--- src/rtl/twiddle_pkg.sv ---
// Shared types and helpers for the twiddle-factor generator and its
// modular arithmetic.
package twiddle_pkg;

  typedef enum logic [1:0] {IDLE, GEN, DONE} state_t;

  // Default parameter set for the Q=257, 8-point table.
  localparam int Q_DEF       = 257;
  localparam int WIDTH_DEF   = 9;
  localparam int PSI_DEF     = 4;
  localparam int PSI_INV_DEF = 193;

  // Reverse the low 'bits' bits of a; higher bits of the result are zero.
  function automatic logic [31:0] bitrev(input logic [31:0] a, input int bits);
    logic [31:0] r;
    r = {<<{a}};
    return r >> (32 - bits);
  endfunction

endpackage

--- src/rtl/mod_mul.sv ---
// Combinational a*b mod Q; the full 2*WIDTH-bit product is reduced to [0, Q-1].
module mod_mul #(
  parameter int Q     = 257,
  parameter int WIDTH = 9
) (
  input  logic [WIDTH-1:0] a,
  input  logic [WIDTH-1:0] b,
  output logic [WIDTH-1:0] y
);

  logic [2*WIDTH-1:0] prod;

  assign prod = a * b;
  assign y    = WIDTH'(prod % (2*WIDTH)'(Q));

endmodule

--- src/rtl/twiddle_gen.sv ---
// Twiddle-factor generator: builds psi^k and psi^-k mod Q tables on start,
// then serves registered reads in natural or bit-reversed order.
module twiddle_gen
  import twiddle_pkg::*;
#(
  parameter int Q       = Q_DEF,
  parameter int WIDTH   = WIDTH_DEF,
  parameter int N       = 8,
  parameter int LOG_N   = $clog2(N),
  parameter int PSI     = PSI_DEF,
  parameter int PSI_INV = PSI_INV_DEF
) (
  input  logic             clk,
  input  logic             rst,
  input  logic             start,
  output logic             busy,
  output logic             ready,
  input  logic             rd_en,
  input  logic [LOG_N-1:0] rd_addr,
  input  logic             rd_bitrev,
  input  logic             rd_inv,
  output logic [WIDTH-1:0] rd_data,
  output logic             rd_valid
);

  state_t           state;
  logic [LOG_N-1:0] k;
  logic [WIDTH-1:0] fwd_acc, inv_acc;
  logic [WIDTH-1:0] fwd_nxt, inv_nxt;
  logic [WIDTH-1:0] fwd_wr, inv_wr;
  logic             wr_en;
  logic [LOG_N-1:0] rd_idx;

  logic [WIDTH-1:0] fwd_bank [N];
  logic [WIDTH-1:0] inv_bank [N];

  mod_mul #(.Q(Q), .WIDTH(WIDTH)) u_fwd_mul (
    .a (fwd_acc),
    .b (WIDTH'(PSI)),
    .y (fwd_nxt)
  );

  mod_mul #(.Q(Q), .WIDTH(WIDTH)) u_inv_mul (
    .a (inv_acc),
    .b (WIDTH'(PSI_INV)),
    .y (inv_nxt)
  );

  assign fwd_wr = (k == '0) ? WIDTH'(1) : fwd_nxt;
  assign inv_wr = (k == '0) ? WIDTH'(1) : inv_nxt;
  assign wr_en  = (state == GEN) && !rst;

  always_ff @(posedge clk) begin
    if (rst) begin
      state <= IDLE;
      k     <= '0;
      busy  <= 1'b0;
      ready <= 1'b0;
    end else begin
      case (state)
        IDLE, DONE: begin
          if (start) begin
            state <= GEN;
            k     <= '0;
            busy  <= 1'b1;
            ready <= 1'b0;
          end
        end
        GEN: begin
          // start is deliberately not looked at here: generation runs to completion.
          fwd_acc <= fwd_wr;
          inv_acc <= inv_wr;
          k       <= k + 1'b1;
          if (k == LOG_N'(N-1)) begin
            state <= DONE;
            k     <= '0;
            busy  <= 1'b0;
            ready <= 1'b1;
          end
        end
        default: state <= IDLE;
      endcase
    end
  end

  // Table storage is left unreset; ready masks stale or partial contents.
  for (genvar i = 0; i < N; i++) begin : g_bank
    always_ff @(posedge clk) begin
      if (wr_en && (k == LOG_N'(i))) begin
        fwd_bank[i] <= fwd_wr;
        inv_bank[i] <= inv_wr;
      end
    end
  end

  assign rd_idx = rd_bitrev ? LOG_N'(bitrev(32'(rd_addr), LOG_N)) : rd_addr;

  always_ff @(posedge clk) begin
    if (rst) begin
      rd_valid <= 1'b0;
      rd_data  <= '0;
    end else begin
      rd_valid <= rd_en && ready;
      if (rd_en && ready)
        rd_data <= rd_inv ? inv_bank[rd_idx] : fwd_bank[rd_idx];
    end
  end

endmodule

--- config.mk ---
export PLATFORM = sky130hd
export DESIGN_NAME = twiddle_gen
export DESIGN_NICKNAME = d
export VERILOG_FILES = /design/src/rtl/twiddle_pkg.sv /design/src/rtl/mod_mul.sv /design/src/rtl/twiddle_gen.sv
export SDC_FILE = /design/constraint.sdc
export NUM_CORES = 1
export LEC_CHECK = 0
export BUFFER_PORTS_ARGS = -buffer_cell sky130_fd_sc_hd__buf_2
export CAP_MARGIN = 20
export CORE_MARGIN = 3
export CORE_UTILIZATION = 30
export DETAILED_ROUTE_END_ITERATION = 8
export PLACE_DENSITY = 0.43
export SLEW_MARGIN = 20
export SYNTH_ARGS = -nofsm -noshare
export SYNTH_HDL_FRONTEND = slang
export SYNTH_SLANG_ARGS = --single-unit
--- constraint.sdc ---
create_clock -name clk -period 23.4 [get_ports clk]
set_clock_uncertainty 0.2 [all_clocks]
set_input_delay 4.68 -clock clk [delete_from_list [all_inputs] [get_ports clk]]
set_output_delay 4.68 -clock clk [all_outputs]
set_load 0.01 [all_outputs]
==> results of run 1 <==
==> sequential cells by signal (all words and copies together), names as in the netlist, 2 cells and up <==
signal	flops
fwd_bank	72
inv_acc	9
inv_bank	72
k	3
fwd_acc	9
rd_data	9
state	2
==> cells by family after synthesis <==
| group | after synthesis | share of synthesized area [%] |
|---|---|---|
| xor+xnor | 53 | 4.05 |
| flops | 179 | 44.0 |
| mux | 63 | 10.2 |
| compound gates | 248 | 15.7 |
| fa+ha+maj | 65 | 6.94 |
| buf+inv | 71 | 2.46 |
| simple gates | 362 | 16.6 |
==> cell usage in the layout, fill, tap and decap left out, types with 5 or more instances in the layout <==
cell type    n
a211oi_1     9
a21o_1       9
a21oi_1     52
a31oi_1     12
and2_1      13
and3_1      25
and4_1       6
buf_2       20
buf_4       13
bufinv_16    5
clkbuf_16   17
dfxtp_1     17
edfxtp_1   162
ha_1        64
inv_1       34
mux2i_1     12
mux4_2      45
nand2_1     84
nand2b_1    11
nand3_1     39
nand4_1     10
nor2_1      67
nor2b_1      5
nor3_1      25
nor4_1      13
nor4b_1      6
o2111ai_1    6
o211a_1      8
o211ai_1    12
o21a_1       7
o21ai_0     27
o21ai_1      9
o22ai_1      8
o31ai_1      7
or2_2        7
or3_1        8
or4_1        6
xnor2_1     34
xor2_1      17
==> metrics by stage <==
step	hold WS [ns]	utilization (%)	cells	instance area, µm²	worst slack [ns]
4_1_cts	0.257	33.9	1586	13200	10.42
5_1_grt	0.276	33.9	1586	13200	9.31
6_report	0.252	33.9	1586	13200	10.46
3_3_place_gp	0.243	32.3	1555	12500	10.44
2_1_floorplan	0.258	-	1041	11800	12.23
3_5_place_dp	0.247	32.3	1555	12500	10.51
==> layer usage <==
metal,share of wire [%],up-vias
li1,-,4126
met1,47,4262
met3,1.9,26
met2,49,125
met5,0,-
met4,1.3,0
==> final timing paths <==
check / from / end / slack [ns] / cells after the start
min: rd_data[7] / rd_data[7] / 0.25 / 2
min reg2reg: rd_data[7] / rd_data[7] / 0.25 / 2
max: inv_acc[1] / inv_bank[5][1] / 10.46 / 39
max reg2reg: inv_acc[1] / inv_bank[5][1] / 10.46 / 39
==> final cells by class <==
type                    instances  area, µm²
well taps                     518        648
clock inverters                14        209
flip-flops and latches        179       5200
inverters                      34        128
clock buffers                  17        425
fillers                      3895      25700
repair buffers                 33        198
multi-input cells             791       6360
==> worst max-delay path: cells and delay by family (launching register included) <==
kind            cells  cell delay, ns
compound gates     17            5.64
simple gates        7            2.40
buf+inv             3            0.38
xor+xnor            3            0.73
mux                 1            0.33
fa+ha+maj           8            2.32
flops               1            0.60
==> metrics.md, run 1 <==
| Metric | Value |
|---|---|
| Status | `finished, final reports clean` |
| Die H | `around 200 µm` |
| DIE WIDTH | `205 µm` |
| Synthesized net count | `1115` |
| CP Launch Type | `register` |
| Fraction of layout cells with a size suffix above 1 | `between 10% and 20%` |
| Warnings from Yosys | `0` |
| Unrepaired setup endpoints after global routing | `no` |
| Number of global-route vias before repair | `about 8500` |
| Number of max-cap violations | `0` |
| Main synth FF type | `edfxtp_1` |
| Initial antenna violation count | `0` |
| Critical path's largest stage delay | `0.82 ns` |
| Root Buffer | `clkbuf_16` |
| Seq/Total Area, Yosys | `a little over two fifths` |
| Grt total ovfl | `0` |
| First-pass GRT wire length | `48.9 mm` |
| PortBufs | `20` |
| Initial core utilization | `30.5%` |
| Fin nets | `about 1100` |
| GR peak layer | `met2` |
| CTS tree | `done` |
| Post-synth top area cell | `edfxtp_1` |
| Synth unique cells | `105` |
| # diodes | `0` |
| Synth Register Bits | `179` |
| M1 GR Usage | `20.3%` |
| Mapped Area | `around 12000 µm²` |
| Clk_lat worst skew | `about 0.43 ns` |
| CTS Sinks | `between 150 and 200` |
| CTS Buf Count | `17` |
| Post-CTS setup buffers | `0` |
| Finish-stage setup viols | `0` |
| Tightest Pin Transition | `0.998 ns` |
| Ports | `21` |
| Clk pin slew, worst setup/hold paths | `0.06 ns` |
| DP HPWL | `22.3 mm` |
| DRC viols | `0` |
| Grt met3 use | `~1.5%` |
| Worst-path fanout max | `13` |
| Slowest CP cell | `a211oi_1` |
| Tot GR Track Use | `roughly 15%` |
| Fmax | `77.3 MHz` |
| Crit. End Element | `register` |
| Core area | `roughly 39000 µm²` |
| Crit path required time | `23.30 ns` |
| WP data arrival | `12.84 ns` |
| Iter 0 DRT Violations | `541` |
| Crit path time final | `approximately 13 ns` |
| Post-Route Setup TNS | `0 ns` |
| Hold buffer count at cts | `0` |
| Post-synth EDFFs | `162` |
| WL final | `between 30 and 40 mm` |
| Largest net degree at the start of global routing | `37` |
| Num rows | `72` |
| Post-cts sizing count | `0` |
| GR Util met2 | `approximately a quarter` |
| Die area | `41900 µm²` |
| Final Cycle Share | `approximately 55%` |
| Synth top area share | `41.1%` |
| Syn Area/Cell | `11.4 µm²` |
| Top-count cell post-synth | `edfxtp_1` |
| CP Class | `register to register` |
| Synth area leaders | `edfxtp_1, mux4_2, ha_1` |
| GP Congestion | `just under 0.9` |
| Detailed Routing Iterations Pass 1 | `4` |
| Slew margin rel. | `33.0%` |
| Worst Hold Class | `register to register` |
| Routed WL per cell | `19.4 µm` |
| Ys async rst share | `0%` |
| Final hold violations | `0` |
| Layout area overhead | `11.3%` |
| Max Buffers Root-to-Sink | `2` |
| CTS H-tree depth | `4` |
| Synth Instances | `1041` |
| Synth cell count leaders | `edfxtp_1, nand2_1, nor2_1, ha_1, a21oi_1` |
| Crit-path most repeated cell | `ha_1` |
| Pins Over Slew Limit | `0` |
| DR vias | `8539` |
| DRT antenna net count | `0` |
| DR vias/cell | `~5.4` |
Power of run 1 is left out: the tool's default activity adds up to more than one toggle a clock period on the data nets, which glitch-free logic cannot reach.
==> run 2, diff against run 1 <==
--- a/config.mk
+++ b/config.mk
@@ -10,7 +10,7 @@
 export CORE_MARGIN = 3
 export CORE_UTILIZATION = 30
 export DETAILED_ROUTE_END_ITERATION = 8
-export PLACE_DENSITY = 0.43
+export PLACE_DENSITY = 0.45
 export SLEW_MARGIN = 20
 export SYNTH_ARGS = -nofsm -noshare
 export SYNTH_HDL_FRONTEND = slang
==> constraint.sdc (replaced) <==
create_clock -name clk -period 11.5 [get_ports clk]
set_clock_uncertainty 0.2 [all_clocks]
set_input_delay 2.3 -clock clk [delete_from_list [all_inputs] [get_ports clk]]
set_output_delay 2.3 -clock clk [all_outputs]
set_load 0.01 [all_outputs]
==> metrics.md, run 2 (synthesis results as in run 1) <==
| Metric | Value |
|---|---|
| Crit. End Element | `register (unchanged)` |
| Final Cycle Share | `95.9% (was 55.3%)` |
| Hold path depth | `2 (unchanged)` |
| Tot GR Track Use | `14.9% (about the same)` |
| First-pass GRT wire length | `49.3 mm (was 48.9 mm)` |
| Num rows | `72 (unchanged)` |
| Tightest Pin Transition | `0.983 ns (was 0.998 ns)` |
| DR vias | `8844 (was 8539)` |
| CTS Sinks | `179 (unchanged)` |
| Die H | `205 µm (unchanged)` |
| Die area | `41900 µm² (unchanged)` |
| Crit path required time | `11.58 ns (was 23.30 ns)` |
| Number of max-cap violations | `0 (unchanged)` |
| Fmax | `90.6 MHz (was 77.3 MHz)` |
| Fin nets | `1186 (was 1130)` |
| CP Class | `register to register (unchanged)` |
| Core area | `38800 µm² (unchanged)` |
| Status | `finished, final reports clean (unchanged)` |
| Initial core utilization | `30.5% (unchanged)` |
| DRT antenna net count | `0 (unchanged)` |
| Number of global-route vias before repair | `8714 (was 8465)` |
| Final hold violations | `0 (unchanged)` |
| Commonest non-fill, non-tap cell in the layout | `edfxtp_1 (unchanged)` |
| PortBufs | `20 (unchanged)` |
| Crit path time final | `11.03 ns (was 12.94 ns)` |
| DP HPWL | `22.3 mm (about the same)` |
| Crit-path most repeated cell | `ha_1 (unchanged)` |
| Layout area overhead | `16.4% (was 11.3%)` |
| CTS Buf Count | `17 (unchanged)` |
| Slowest CP cell | `or4_4 (was a211oi_1)` |
| Fraction of layout cells with a size suffix above 1 | `22.4% (was 15.5%)` |
| Initial antenna violation count | `0 (unchanged)` |
| CTS tree | `done (unchanged)` |
| Most frequent cells in the layout | `edfxtp_1, nand2_1, nor2_1, buf_4, ha_1 (was edfxtp_1, nand2_1, nor2_1)` |
| Cells on worst reg2reg path | `40 (was 39)` |
| Worst flop-to-flop path startpoint | `inv_acc[2] (was inv_acc[1])` |
| DIE WIDTH | `205 µm (unchanged)` |
| Grt total ovfl | `0 (unchanged)` |
| Regs by FF count | `fwd_bank: 72 flops, inv_bank: 72 flops (unchanged)` |
| Final core occ | `35.5% (was 33.9%)` |
| DRC viols | `0 (unchanged)` |
| Worst hold endpoint | `rd_data[3] (was rd_data[7])` |
| Routed WL per cell | `19.2 µm (was 19.4 µm)` |
| Worst-path fanout max | `13 (unchanged)` |
| WL final | `31.5 mm (was 30.7 mm)` |
| Root Buffer | `clkbuf_16 (unchanged)` |
| Ports | `21 (unchanged)` |
| GP Congestion | `0.814 (was 0.864)` |
| Largest net degree at the start of global routing | `37 (unchanged)` |
| Slew margin rel. | `34.0% (was 33.0%)` |
| Iter 0 DRT Violations | `580 (was 541)` |
| Detailed Routing Iterations Pass 1 | `5 (was 4)` |
| R2R setup slack | `0.47 ns (was 10.46 ns)` |
| WP data arrival | `11.11 ns (was 12.84 ns)` |
| Max Buffers Root-to-Sink | `2 (unchanged)` |
| Clk_lat worst skew | `0.43 ns (about the same)` |
| CTS H-tree depth | `4 (unchanged)` |
| R2r endpoint | `inv_bank[3][7] (was inv_bank[5][1])` |
| Finish-stage setup viols | `0 (unchanged)` |
| CP Launch Type | `register (unchanged)` |
| DR vias/cell | `5.39 (was 5.38)` |
| # diodes | `0 (unchanged)` |
| Critical path's largest stage delay | `0.55 ns (was 0.82 ns)` |
| Worst Min Path Start | `rd_data[3] (was rd_data[7])` |
| Pins Over Slew Limit | `0 (unchanged)` |
| Worst Hold Class | `register to register (unchanged)` |
| Clk pin slew, worst setup/hold paths | `0.07 ns (was 0.06 ns)` |
| Hold buffer count at cts | `0 (unchanged)` |
[run 2: layout make-up]
class	count	area (µm²)
Fill cell	3810	25100
Clock buffer	19	433
Sequential cell	179	5200
Clock inverter	11	139
Tap cell	518	648
Timing Repair Buffer	87	601
Inverter	34	128
Multi-Input combinational cell	793	6620
[run 2: critical path: cells and delay by family, from the launching register on]
family / cells / cell delay (ns)
AO/OA/AOI/OAI: 14 / 3.60
AND/OR/NAND/NOR: 11 / 3.23
adder cells (fa/ha/maj): 7 / 1.82
buffers and inverters: 5 / 0.80
multiplexers: 2 / 0.58
flip-flops: 1 / 0.40
XOR/XNOR: 1 / 0.20
[run 2: how the worst max path moves through the flow]
stage	from	to	slack, ns	cells past startpoint
3_5_place_dp	inv_acc[1]	inv_bank[3][7]	0.16	38
2_1_floorplan	inv_acc[1]	inv_acc[1]	0.33	43
6_report	inv_acc[2]	inv_bank[3][7]	0.47	40
4_1_cts	inv_acc[2]	inv_bank[3][7]	0.09	38
3_3_place_gp	inv_acc[3]	inv_bank[5][7]	0.15	37
5_1_grt	inv_acc[1]	inv_bank[3][7]	-0.07	43
[run 2: what timing repair did]
item / in CTS / in global routing
gates resized for setup: 0 / 45
endpoints found under the setup margin: 0 / 81
buffers inserted: 0 / 8
[run 2: layer usage]
metal  vias to the layer above  part of all wire (%)  GRT usage [%]
li1                       4234                     -              -
met1                      4398                    46           19.7
met2                       177                    49           26.3
met3                        35                   2.9           1.68
met4                         0                   1.3           3.15
met5                         -                     0              0
[run 2: stage by stage]
stage	setup TNS (ns)	cells	hold WS [ns]	worst slack (ns)	cell area, µm²
global route	-1.13	1641	0.268	-0.0695	13800
finish	0	1641	0.254	0.467	13800
detailed placement	0	1601	0.247	0.158	12900
floorplan	0	1041	0.258	0.333	11800
global placement	0	1601	0.239	0.145	12900
CTS	0	1631	0.257	0.0908	13500
Power of run 2 is left out for the same reason.
